$ cat src/rtl/beat_pkg.sv
// Shared types and constants for the beat generator.
// Phase/beat encodings and the beat-sequencing rule.
package beat_pkg;

  localparam int CYC_W = 16;

  typedef enum logic [1:0] {
    T1 = 2'd0,
    T2 = 2'd1,
    T3 = 2'd2
  } phase_t;

  typedef enum logic [1:0] {
    W1 = 2'd0,
    W2 = 2'd1,
    W3 = 2'd2
  } beat_t;

  // Beat that follows a T3-ending edge when no halt is requested.
  function automatic beat_t next_beat(
    input beat_t b,
    input logic  s,
    input logic  l
  );
    beat_t n;
    n = W1;
    unique case (b)
      W1:      n = s ? W1 : W2;
      W2:      n = l ? W3 : W1;
      W3:      n = W1;
      default: n = W1;
    endcase
    return n;
  endfunction

endpackage

$ cat src/rtl/beat_generator_qd_sync.sv
// Start push-button synchronizer with rising-edge detect.
// One-cycle rise_pulse per press, regardless of hold time.
module qd_sync (
  input  logic clk,
  input  logic clr,
  input  logic async_in,
  output logic rise_pulse
);

  logic r_s1;
  logic r_s2;
  logic r_prev;

  always_ff @(posedge clk or negedge clr) begin
    if (!clr) begin
      r_s1   <= 1'b0;
      r_s2   <= 1'b0;
      r_prev <= 1'b0;
    end else begin
      r_s1   <= async_in;
      r_s2   <= r_s1;
      r_prev <= r_s2;
    end
  end

  assign rise_pulse = r_s2 & ~r_prev;

endmodule

$ cat src/rtl/beat_generator.sv
// Phase/beat timing generator with start/stop/step control.
// Counts completed instructions in cyc_cnt.
module beat_generator
  import beat_pkg::*;
(
  input  logic             clk,
  input  logic             clr,
  input  logic             qd,
  input  logic             short,
  input  logic             long,
  input  logic             stop,
  input  logic             step,
  output logic             t1,
  output logic             t2,
  output logic             t3,
  output logic             w1,
  output logic             w2,
  output logic             w3,
  output logic             run,
  output logic [CYC_W-1:0] cyc_cnt
);

  phase_t           r_phase;
  beat_t            r_beat;
  logic             r_run;
  logic [CYC_W-1:0] r_cyc;

  phase_t w_phase_d;
  beat_t  w_beat_d;
  logic   w_run_d;
  logic   w_done;
  logic   w_end;
  logic   w_rise;

  qd_sync u_qd_sync (
    .clk        (clk),
    .clr        (clr),
    .async_in   (qd),
    .rise_pulse (w_rise)
  );

  assign w_end = r_run && (r_phase == T3);

  always_ff @(posedge clk or negedge clr) begin
    if (!clr) begin
      r_phase <= T1;
      r_beat  <= W1;
      r_run   <= 1'b0;
      r_cyc   <= '0;
    end else begin
      r_phase <= w_phase_d;
      r_beat  <= w_beat_d;
      r_run   <= w_run_d;
      if (w_done)
        r_cyc <= r_cyc + CYC_W'(1);
    end
  end

  always_comb begin
    w_phase_d = r_phase;
    w_beat_d  = r_beat;
    w_run_d   = r_run;
    w_done    = 1'b0;
    if (!r_run) begin
      w_phase_d = T1;
      if (w_rise)
        w_run_d = 1'b1;
    end else begin
      unique case (r_phase)
        T1:      w_phase_d = T2;
        T2:      w_phase_d = T3;
        T3:      w_phase_d = T1;
        default: w_phase_d = T1;
      endcase
      if (w_end) begin
        // stop overrides short/long and still closes the instruction
        w_beat_d = stop ? W1 : next_beat(r_beat, short, long);
        w_done   = (w_beat_d == W1);
        if (stop || (step && w_done))
          w_run_d = 1'b0;
      end
    end
  end

  assign run     = r_run;
  assign t1      = r_run && (r_phase == T1);
  assign t2      = r_run && (r_phase == T2);
  assign t3      = r_run && (r_phase == T3);
  assign w1      = (r_beat == W1);
  assign w2      = (r_beat == W2);
  assign w3      = (r_beat == W3);
  assign cyc_cnt = r_cyc;

endmodule
$ cat config.mk
export PLATFORM = sky130hd
export DESIGN_NAME = beat_generator
export DESIGN_NICKNAME = d
export VERILOG_FILES = /design/src/rtl/beat_pkg.sv /design/src/rtl/beat_generator_qd_sync.sv /design/src/rtl/beat_generator.sv
export SDC_FILE = /design/constraint.sdc
export NUM_CORES = 1
export LEC_CHECK = 0
export ABC_AREA = 1
export BUFFER_PORTS_ARGS = -buffer_cell sky130_fd_sc_hd__buf_2
export CORE_AREA = 3 3 54 56
export DETAILED_ROUTE_END_ITERATION = 10
export DIE_AREA = 0 0 57 59
export PLACE_DENSITY = 0.75
export SYNTH_ARGS = -nofsm -noshare
export SYNTH_HDL_FRONTEND = slang
export SYNTH_SLANG_ARGS = --single-unit
$ cat constraint.sdc
create_clock -name clk -period 1.7 [get_ports clk]
set_input_delay 0.34 -clock clk [delete_from_list [all_inputs] [get_ports clk]]
set_output_delay 0.34 -clock clk [all_outputs]
set_load 0.05 [all_outputs]
# Yosys cells after proc, flatten, opt, wreduce, memory -nomap -nowiden
# Cells that the tools add are included.
[word_totals]
ff_bits = 24
inputBits = 7
wordCells = 37
[classes]
addsub = 1
eq_ne = 4
n_mux = 14
n_bitwise = 2
reduce_logical = 9
[ops]
columns = ["op", "n"]
rows = [
  ["$add 16x1->16 const B", 1],
  ["$mux 2", 5],
  ["$pmux 2 s2", 2],
  ["$mux 1", 7],
  ["$logic_not 2->1", 3],
  ["$eq 2x1->1 const B", 2],
  ["$eq 2x2->1 const B", 2],
  ["$logic_and 1x1->1", 4],
  ["$reduce_and 2->1", 1],
  ["$and 1x1->1", 1],
  ["$logic_or 1x1->1", 1],
  ["$not 1->1", 1],
]

# Longest topological paths before layout
# Gate-level depths: netlist (run 1).
[depth]
word_depth = 11
mapped_depth = 8
depth_no_buf = 8

# Cells and area by module
# Synthesis (run 1) repeated with hierarchy kept, for this count alone.
[hier_totals]
hier_cells = 161
area_unflattened_um2 = 1303.8
[by_module_without_submodules]
columns = ["module", "n_inst", "cells_each", "area_each_um2"]
rows = [
  ["beat_generator", 1, 156, 1218.7],
  ["qd_sync", 1, 5, 85.1],
]

# Least setup slack after synthesis (run 1)
# Ideal clock, no wire load.
[synth_timing]
path_type = "register -> register"
from = "register r_beat[0]"
to = "register r_cyc[15], in the netlist cyc_cnt[15]"
setup_time_ns = 0.119
arrival_time_ns = 1.790
required_ns = 1.581
setup_slack_ns = -0.209
path_stages_with_launch = 8
synth_period_minus_slack_ns = 1.909
path_cell_list = "dfrtp_1 nor2_1 nand2_1 nand2_4 nor2_8 buf_8 nand4_2 nand2_1"
[synth_between]
elab_chain_len = 8
[synth_lines]
columns = ["element", "line", "text"]
rows = [
  ["start: declaration", "beat_generator.sv:24", "beat_t r_beat;"],
  ["start signal: assignment", "beat_generator.sv:52", "r_beat <= w_beat_d;"],
  ["$logic_not 2->1", "--", ""],
  ["via w1", "beat_generator.sv:16", "output logic w1,"],
  ["$pmux 2 s2", "beat_pkg.sv:27", "unique case (b)"],
  ["$mux 2", "beat_generator.sv:75", "if (w_end) begin"],
  ["$mux 2", "beat_generator.sv:64", "if (!r_run) begin"],
  ["$mux 2", "beat_generator.sv:77", "w_beat_d = stop ? W1 : next_beat(r_beat, short, long);"],
  ["$logic_not 2->1", "beat_generator.sv:78", "w_done = (w_beat_d == W1);"],
  ["$mux 1", "beat_generator.sv:75", ""],
  ["$mux 1", "beat_generator.sv:64", ""],
  ["end signal: assignment", "beat_generator.sv:55", "r_cyc <= r_cyc + CYC_W'(1);"],
  ["end: declaration", "beat_generator.sv:26", "logic [CYC_W-1:0] r_cyc;"],
]
# The timed path passes the listed nets, and every way through them passes these cells. The select of a mux whose other input is x is not followed.
# A chain may end at the register's enable or synchronous reset.

# Worst setup path after layout (run 1)
[layout_timing]
from = "register r_beat[1]"
to = "output w2"
[layout_between]
elab_chain_len = 1
[layout_lines]
columns = ["element", "line", "text"]
rows = [
  ["$eq 2x1->1", "beat_generator.sv:90", "assign w2 = (r_beat == W2);"],
  ["end: declaration", "beat_generator.sv:17", "output logic w2,"],
]
# No other way between the ends.

==> results.md, run 1 <==
- Outcome: complete, no violations
- Cell Rows: 18
- Antenna violation net count after detailed routing: 0
- Fin Clk Skew: 0.003076 ns
- Critical path startpoint category: flop
- Required @ worst endpoint: 1.36 ns
- Syn. warnings: 0
- Pre-antenna DRT Iters: 4
- Post-route setup TNS: 0 ns
- Period utilisation layout: 0.9296
- Core Box Area: 0.002477 mm^2
- Worst hold-check path type: input port to flop
- P_sw: 1.147 mW
- Slowest CP cell: dfrtp_1
- VDD IR max: 0.001194 V
- Register area share after synthesis: 0.4674
- Clk pwr share: 0.173
- Post-layout util: 0.6111
- Detail Placement HPWL: 1975 um
- Multi-input gate area: 600.6 um^2
- Worst Setup End Kind: primary output
- Max incr delay on CP: 0.41 ns
- Synth Instances: 162
- Reg power frac: 0.352
- Switching share of power: 0.4912
- Clock Path Buffers: 2
- Global-route wire length before repair: 4243 um
- Top Ports: 30
- Num CTS Buffers: 3
- Final net count: 203
- Cell Area, Synth: 0.001285 mm^2
- Final hold vios: 0
- Buf/Inv on CP: 3
- Clock transition at the registers of the reported paths: 0.13 ns
- Int Pwr: 1.188 mW
- Min cycle time layout: 1.580 ns
- Drc violations: 0
- Grt total ovfl: 0
- Synth cell types: 26
- Postcts setup bufs: 0
- Syn Area/Cell: 7.932 um^2
- Family with the most delay on the worst path: buffers and inverters
- Clk root buf: clkbuf_4
- Slew @ Worst Pin: 0.5236 ns
- Die W: 57 um
- Max Cap Viol: 0
- Area of the die: 0.003363 mm^2
- GRT Overall Usage: 0.1623
- Crit path kind: flop to primary output
- Total wire length: 2596 um
- Total area of sequential cells: 600.6 um^2
- Most used cell, CP: inv_1
- Hold WS: 0.1290 ns
- Slew HR: 0.6510
- Crit path max fanout: 3
- Buffers on Ports: 29
- Filler cells: 236
- Clk Latency, worst-skew pair: 0.31 ns
- Final Max Slew Viols: 0
- Largest net degree at the start of global routing: 25
- Initial Utilization: 0.5187
- Htree depth: 1
- Vias in the first global route: 978
- Final setup viols: 0
- Chip height: 59 um
- Internal reg-to-reg setup slack: 0.22 ns
- CTS sink cnt: 24
- Arrival time of the worst setup path: 1.24 ns
- PwrDens: 1542 mW/mm^2
- Logic gate share of total power: 0.475
- Via count: 1116
- Vias per inst: 4.982
- Initial antenna violation count: 0
- Critical Path, Cell by Cell: inv_1 > nand2_1 > inv_1 > buf_2
- Iteration-0 DRC Markers: 27
- CTS tree: done
- Fmax: 632.8 MHz
- Syn Nets: 170
- P_leak: 0.7851 nW
- Share of cells above drive strength 1: 0.2371
- RSZ-0062 raised after global routing: false
- Wire length per cell: 11.59 um
- Flops & latches, synth: 24
- Layout area overhead: 17.82%
- GP Congestion: 0.7967
- Tot Pwr: 2.335 mW
- # diodes: 0
## power by group through the flow
stage / combinational, mW / sequential [mW] / clock [mW]
5_1_grt: 1.18 / 0.842 / 0.438
3_3_place_gp: 1.10 / 0.824 / 0
4_1_cts: 1.12 / 0.824 / 0.418
2_1_floorplan: 0.693 / 1.04 / 0
3_5_place_dp: 1.11 / 0.837 / 0
6_report: 1.11 / 0.823 / 0.404
## state kept, by name, summed over array words and instances, names as in the netlist
name and flops:
cyc_cnt 16, r_beat 2, r_phase 2, run 1
u_qd_sync.r_prev 1, u_qd_sync.r_s1 1, u_qd_sync.r_s2 1
## cell usage in the layout, fill, tap and decap left out, types with 2 or more instances in the layout
master    count
a21oi_1       2
buf_2        28
clkbuf_4      4
dfrtp_1      24
inv_1        16
nand2_1      62
nand3_1       7
nand3_2       2
nand3b_1      4
nand4_1       5
nor2_1       15
nor2_2        4
o21ai_0       3
xnor2_1       4
## cells by family (layout without fill, tap and decap cells)
logic type / after synthesis / after routing / share of synthesized area
AND/OR/NAND/NOR: 105 / 105 / 0.3807
XOR/XNOR: 5 / 5 / 0.03408
AO/OA/AOI/OAI: 8 / 8 / 0.03700
buffers and inverters: 19 / 51 / 0.07107
flip-flops: 24 / 24 / 0.4674
adder cells (fa/ha/maj): 1 / 1 / 0.009736
## through the flow
| stage | std cells | setup WS [ns] | instance area, um^2 |
|---|---|---|---|
| floorplan | 162 | 0.001710 | 1292 |
| global placement | 219 | 0.3489 | 1449 |
| detailed placement | 219 | 0.2345 | 1449 |
| CTS | 224 | 0.07550 | 1511 |
| global route | 224 | 0.02357 | 1514 |
| finish | 224 | 0.1196 | 1514 |
## worst paths after layout
| check | end | start | cells after the start |
|---|---|---|---|
| worst max register to register | cyc_cnt[14] | cyc_cnt[0] | 8 |
| worst min-delay path | u_qd_sync.r_s1 | qd | 1 |
| worst max-delay path | w2 | r_beat[1] | 4 |
| worst min register to register | u_qd_sync.r_s2 | u_qd_sync.r_s1 | 0 |
| min in group asynchronous | run | clr | 2 |
| max in group asynchronous | r_phase[1] | clr | 2 |
## per-layer routing
layer	wire length [um]	vias to the layer above	GRT usage
li1	-	574	-
met1	1177	517	0.1992
met2	1271	23	0.2904
met3	132	2	0.02397
met4	14	0	0.05960
met5	0	-	0
## final cells by class
| type | count | share of cell area |
|---|---|---|
| clock inverter | 1 | 0.01983 |
| timing repair buffer | 30 | 0.1041 |
| tap | 30 | 0.02479 |
| multi-input combinational | 119 | 0.3967 |
| clock buffer | 3 | 0.01488 |
| inverter | 17 | 0.04298 |
| sequential | 24 | 0.3967 |
## timing repair
item	CTS	global route
gates resized for setup	0	1
hold buffers	1	0
setup endpoints to repair	0	1
hold endpoints to repair	14	0
## cell usage after synthesis
cell type / count / area (um^2)
nand3_2: 2 / 20.02
ha_1: 1 / 12.51
buf_6: 1 / 11.26
nand3_1: 7 / 35.03
xor2_1: 1 / 8.760
nor2_8: 1 / 20.02
clkinv_2: 1 / 5.000
nand4_2: 1 / 12.51
o21a_1: 1 / 7.510
nand2_4: 1 / 11.26
buf_8: 1 / 15.01
nor3_1: 1 / 5.000
nor2_2: 1 / 6.260
nand4_1: 5 / 31.28
nand3b_1: 4 / 30.03
a21oi_1: 2 / 10.01
o21ai_0: 3 / 15.01
o21ai_2: 1 / 8.760
o22ai_1: 1 / 6.260
nor2_1: 18 / 67.56
nand2_2: 1 / 6.260
xnor2_1: 4 / 35.03
nor2_4: 1 / 11.26
nand2_1: 62 / 232.7
dfrtp_1: 24 / 600.6
inv_1: 16 / 60.06
(Power assumes the default switching activity.)
==> run 2, diff against run 1 <==
Settings changed: MAX_ROUTING_LAYER set to met4, TNS_END_PERCENT set to 20.
==> run 2 against run 1 <==
The flow now finishes with violations (negative hold slack). Critical endpoint unchanged. Critical path type unchanged. Utilization shrank 1.8 points. Via count is 2.3% lower. Sequential power hardly changed. Largest cell class unchanged.
==> results.md, run 2 (synthesis results as in run 1) <==
- Outcome: finished, violations left (was complete, no violations)
- Failing checks: negative hold slack
- Worst reg2reg path startpoint: cyc_cnt[0] (unchanged)
- Final net count: 202 (was 203)
- Chip height: 59 um (unchanged)
- GRT Overall Usage: 0.1678 (was 0.1623)
- Min cycle time layout: 1.574 ns (was 1.580 ns)
- Grt total ovfl: 0 (unchanged)
- Worst hold-check path type: input port to asynchronous set/reset pin (was input port to flop)
- Vias per inst: 4.910 (was 4.982)
- Max incr delay on CP: 0.41 ns (about the same)
- Wire length per cell: 11.40 um (was 11.59 um)
- Final setup viols: 0 (unchanged)
- CTS sink cnt: 24 (unchanged)
- Drc violations: 0 (unchanged)
- Core Box Area: 0.002477 mm^2 (unchanged)
- Slew HR: 0.6552 (was 0.6510)
- Worst Setup End Kind: primary output (unchanged)
- Hold_buf cts: 0 (was 1)
- Via count: 1090 (was 1116)
- RSZ-0062 raised after global routing: false (unchanged)
- Critical path startpoint category: flop (unchanged)
- Dpl cells: 219 (unchanged)
- Die W: 57 um (unchanged)
- Num CTS Buffers: 3 (unchanged)
- Hold WS: -0.003632 ns (was 0.1290 ns)
- Required @ worst endpoint: 1.36 ns (about the same)
- GP Congestion: 0.8985 (was 0.7967)
- Family with the most delay on the worst path: buffers and inverters (unchanged)
- Most frequent cells in the layout: nand2_1 (62), buf_2 (28), dfrtp_1 (24) (unchanged)
- Clk root buf: clkbuf_4 (unchanged)
- Slowest CP cell: dfrtp_1 (unchanged)
- Pre-antenna DRT Iters: 4 (unchanged)
- Fmax: 635.2 MHz (was 632.8 MHz)
- Clk pwr share: 0.108 (was 0.173)
- Commonest non-fill, non-tap cell in the layout: nand2_1 (unchanged)
- Area of the die: 0.003363 mm^2 (unchanged)
- PwrDens: 1467 mW/mm^2 (was 1542 mW/mm^2)
- Final hold vios: 14 (was 0)
- Period utilisation layout: 0.9261 (was 0.9296)
- Critical Path, Cell by Cell: inv_1 > nand2_1 > inv_1 > buf_2 (unchanged)
- Clock Path Buffers: 2 (unchanged)
- P_sw: 1.127 mW (was 1.147 mW)
- Final Max Slew Viols: 0 (unchanged)
- Total wire length: 2531 um (was 2596 um)
- CTS tree: done (unchanged)
- Most used cell, CP: inv_1 (unchanged)
- Clk Latency, worst-skew pair: 0.30 ns (was 0.31 ns)
- Top Ports: 30 (unchanged)
- Initial Utilization: 0.5187 (unchanged)
- Initial antenna violation count: 0 (unchanged)
- Fin Clk Skew: 0.006417 ns (was 0.003076 ns)
- Iteration-0 DRC Markers: 26 (was 27)
- VDD IR max: 0.001253 V (was 0.001194 V)
- Max reg flops: 16 (unchanged)
- Switching share of power: 0.5230 (was 0.4912)
- Critical Path Start: r_beat[1] (unchanged)
- Share of cells above drive strength 1: 0.2240 (was 0.2371)
- Logic gate share of total power: 0.510 (was 0.475)
- Crit path kind: flop to primary output (unchanged)
- Reg power frac: 0.381 (was 0.352)
- Post-route setup TNS: 0 ns (unchanged)
- Htree depth: 1 (unchanged)
- Max Cap Viol: 0 (unchanged)
- Final Non-Filler Cells: 222 (was 224)
- Layout area overhead: 14.31% (was 17.82%)
- Vias in the first global route: 983 (was 978)
- Crit path max fanout: 3 (unchanged)
- Buffers on Ports: 29 (unchanged)
- Detail Placement HPWL: 1925 um (was 1975 um)
- Global-route wire length before repair: 4264 um (was 4243 um)
- Clock transition at the registers of the reported paths: 0.12 ns (was 0.13 ns)
- Largest net degree at the start of global routing: 25 (unchanged)
- Antenna violation net count after detailed routing: 0 (unchanged)
- Int Pwr: 1.028 mW (was 1.188 mW)
- Arrival time of the worst setup path: 1.23 ns (was 1.24 ns)
- # diodes: 0 (unchanged)
- Cell Rows: 18 (unchanged)
- Buf/Inv on CP: 3 (unchanged)
- P_leak: 0.7669 nW (was 0.7851 nW)
- Slew @ Worst Pin: 0.5173 ns (was 0.5236 ns)
## run 2: cell count changes in the layout (fill, tap and decap cells not counted)
cell and change:
nor2_1 +2, bufinv_16 -1, nor2_2 -2, dlygate4sd3_1 -1
## run 2: power groups by stage
stage | combinational, mW | sequential (mW) | clock (mW)
after global placement | 1.09 | 0.821 | 0
after floorplan | 0.683 | 1.04 | 0
after detailed placement | 1.11 | 0.835 | 0
after global routing | 1.18 | 0.843 | 0.279
after CTS | 1.11 | 0.821 | 0.249
final | 1.10 | 0.822 | 0.234
## run 2: final timing paths
path / endpoint / slack (ns) / cells past startpoint
min in group clk: u_qd_sync.r_s1 / 0.14 / 1
max in group asynchronous: r_phase[0] / 1.36 / 1
worst max register to register: cyc_cnt[14] / 0.25 / 8
worst max-delay path: w2 / 0.13 / 4
worst min register to register: u_qd_sync.r_s2 / 0.36 / 0
worst min-delay path: cyc_cnt[13] / -0.004 / 1
## run 2: area by class of cell
type,instances,area (um^2)
Clock buffer,3,22.52
Timing Repair Buffer,29,147.6
Inverter,17,65.06
Fill cell,225,1008
Multi-Input combinational cell,119,595.6
Tap cell,30,37.54
Sequential cell,24,600.6
## run 2: metal layers
| metal | track usage | part of all wire | up-vias |
|---|---|---|---|
| li1 | - | - | 570 |
| met1 | 0.2149 | 0.47 | 483 |
| met2 | 0.2724 | 0.47 | 33 |
| met3 | 0.02614 | 0.051 | 4 |
| met4 | 0.05960 | 0.0099 | 0 |
| met5 | - | 0 | - |
## run 2: timing repair
action / in CTS / in global routing
buffers inserted: 0 / 0
resized for setup: 0 / 1
setup endpoints to repair: 0 / 1
## run 2: through the flow
stage	util	cell area (um^2)	hold slack, ns	power [mW]	worst slack, ns
after floorplan	-	1287	0.04441	1.719	-0.1035
final	0.5929	1469	-0.003632	2.154	0.1256
after global routing	0.5929	1469	0.01384	2.304	0.005550
after CTS	0.5919	1466	0.007357	2.181	0.08321
after detailed placement	0.5828	1444	0.3426	1.944	0.2780
after global placement	0.5828	1444	0.3349	1.907	0.3481
==> run 3, diff against run 2 <==
Settings changed: GPL_TIMING_DRIVEN set to 0.
==> run 3 against run 2 <==
The flow now finishes without violations. Design area up 3.2%. Worst setup slack worse by 0.022 ns. Die area is the same. Non-clock buffer count grew 3. Critical endpoint is now t3. Count of clock-buffer cells in the layout rose by 1. Hold slack improved by 0.12 ns. Combinational power hardly changed. Clock skew is 0.00072 ns lower.
==> results.md, run 3 (synthesis results as in run 1) <==
- Outcome: complete, no violations (was finished, violations left)
- Vias in the first global route: 1068 (was 983)
- RSZ-0062 raised after global routing: false (unchanged)
- GRT Overall Usage: 0.1794 (was 0.1678)
- Post-cts sizing count: 0 (unchanged)
- Area of the die: 0.003363 mm^2 (unchanged)
- Grt total ovfl: 0 (unchanged)
- Final Cell Area: 0.001516 mm^2 (was 0.001469 mm^2)
- Fmax: 626.2 MHz (was 635.2 MHz)
- Pre-antenna DRT Iters: 4 (unchanged)
- GP Congestion: 0.8858 (was 0.8985)
- Dpl cell area: 0.001470 mm^2 (was 0.001444 mm^2)
- Fin Clk Skew: 0.005698 ns (was 0.006417 ns)
- Crit path max fanout: 4 (was 3)
- VDD IR max: 0.001175 V (was 0.001253 V)
- Worst hold-check path type: input port to flop (was input port to asynchronous set/reset pin)
- Slack of the critical path: 0.1031 ns (was 0.1256 ns)
- Commonest non-fill, non-tap cell in the layout: nand2_1 (unchanged)
- Slowest CP cell: dfrtp_1 (unchanged)
- Total wire length: 2555 um (was 2531 um)
- Cell Rows: 18 (unchanged)
- Chip height: 59 um (unchanged)
- Num CTS Buffers: 3 (unchanged)
- Initial antenna violation count: 0 (unchanged)
- Die W: 57 um (unchanged)
- Vias per inst: 5.035 (was 4.910)
- Period utilisation layout: 0.9393 (was 0.9261)
- Core Box Area: 0.002477 mm^2 (unchanged)
- Final Max Slew Viols: 0 (unchanged)
- Final setup viols: 0 (unchanged)
- Clk root buf: clkbuf_4 (unchanged)
- PwrDens: 1487 mW/mm^2 (was 1467 mW/mm^2)
- Buffers on Ports: 29 (unchanged)
- Filler cells: 245 (was 225)
- Pre-CTS setup slack: 0.2489 ns (was 0.2780 ns)
- Final hold vios: 0 (was 14)
- Slew HR: 0.6426 (was 0.6552)
- Wire length per cell: 11.31 um (was 11.40 um)
- Min cycle time layout: 1.597 ns (was 1.574 ns)
- Required @ worst endpoint: 1.36 ns (about the same)
- Detail Placement HPWL: 1925 um (unchanged)
- Initial Utilization: 0.5187 (unchanged)
- Via count: 1138 (was 1090)
- Global-route wire length before repair: 4567 um (was 4264 um)
- Critical path startpoint category: flop (unchanged)
- Iteration-0 DRC Markers: 33 (was 26)
- Antenna violation net count after detailed routing: 0 (unchanged)
- Share of cells above drive strength 1: 0.2347 (was 0.2240)
- P_leak: 0.7919 nW (was 0.7669 nW)
- Clock Path Buffers: 2 (unchanged)
- Critical Path, Cell by Cell: inv_1 > nand3_2 > clkinv_2 > buf_2 (was inv_1 > nand2_1 > inv_1 > buf_2)
- CTS sink cnt: 24 (unchanged)
- CTS tree: done (unchanged)
- Slew @ Worst Pin: 0.5361 ns (was 0.5173 ns)
- Final net count: 205 (was 202)
- Postcts setup bufs: 0 (unchanged)
- Max incr delay on CP: 0.40 ns (was 0.41 ns)
- Crit path kind: flop to primary output (unchanged)
- Worst Setup End Kind: primary output (unchanged)
- Multi-input gate area: 595.6 um^2 (unchanged)
- Top Ports: 30 (unchanged)
- Clk Latency, worst-skew pair: 0.32 ns (was 0.30 ns)
- # diodes: 0 (unchanged)
- Layout area overhead: 18.01% (was 14.31%)
- Max Cap Viol: 0 (unchanged)
- Total area of sequential cells: 600.6 um^2 (unchanged)
- Htree depth: 1 (unchanged)
- Largest net degree at the start of global routing: 25 (unchanged)
- Drc violations: 0 (unchanged)
- Clock transition at the registers of the reported paths: 0.12 ns (about the same)
- Most frequent cells in the layout: nand2_1 (62), buf_2 (29), dfrtp_1 (24) (was nand2_1 (62), buf_2 (28), dfrtp_1 (24))
- Arrival time of the worst setup path: 1.26 ns (was 1.23 ns)
- Max reg flops: 16 (unchanged)
-- run 3: worst max-delay path, delay by kind of cell, from the launching register on --
| family | cells | cell delay, ns |
|---|---|---|
| buf+inv | 3 | 0.44 |
| flops | 1 | 0.40 |
| simple gates | 1 | 0.10 |
-- run 3: final timing paths --
path	cells past startpoint	from	slack, ns	to
worst max-delay path	4	r_phase[0]	0.10	t3
worst min-delay path	1	qd	0.12	u_qd_sync.r_s1
worst max register to register	8	cyc_cnt[0]	0.22	cyc_cnt[14]
worst min register to register	0	u_qd_sync.r_s1	0.37	u_qd_sync.r_s2
max in group asynchronous	2	clr	0.83	cyc_cnt[6]
min in group asynchronous	2	clr	0.51	cyc_cnt[12]
-- run 3: timing repair --
item,CTS,global route
endpoints found under the hold margin,24,0
hold buffers,1,0
setup endpoints to repair,0,0
-- run 3: power breakdown --
part           switching (mW)  internal [mW]  leakage, nW
sequential              0.129          0.689        0.312
combinational           0.844          0.288        0.459
clock                   0.174          0.131       0.0210
-- run 3: metal layers --
layer  GRT usage  vias up  part of all wire
met3     0.01961        6             0.061
met4     0.08940        0             0.021
met1      0.2235      520              0.44
met5           -        -                 0
met2      0.2920       33              0.48
li1            -      579                 -
-- run 3: through the flow --
stage	util	power, mW	instances	hold WS (ns)	TNS (ns)
floorplan	-	1.719	162	0.04441	-0.1939
global placement	0.5934	1.948	221	0.3327	0
detailed placement	0.5934	1.975	221	0.3395	0
CTS	0.6121	2.279	226	0.1069	0
global route	0.6121	2.394	226	0.09913	0
finish	0.6121	2.254	226	0.1163	0
-- run 3: cell type report --
type                            count  share of cell area
Tap cell                           30             0.02475
Clock buffer                        4             0.02393
Multi-Input combinational cell    119              0.3927
Inverter                           17             0.04290
Buffer                              2             0.01733
Sequential cell                    24              0.3960
Timing Repair Buffer               30              0.1023
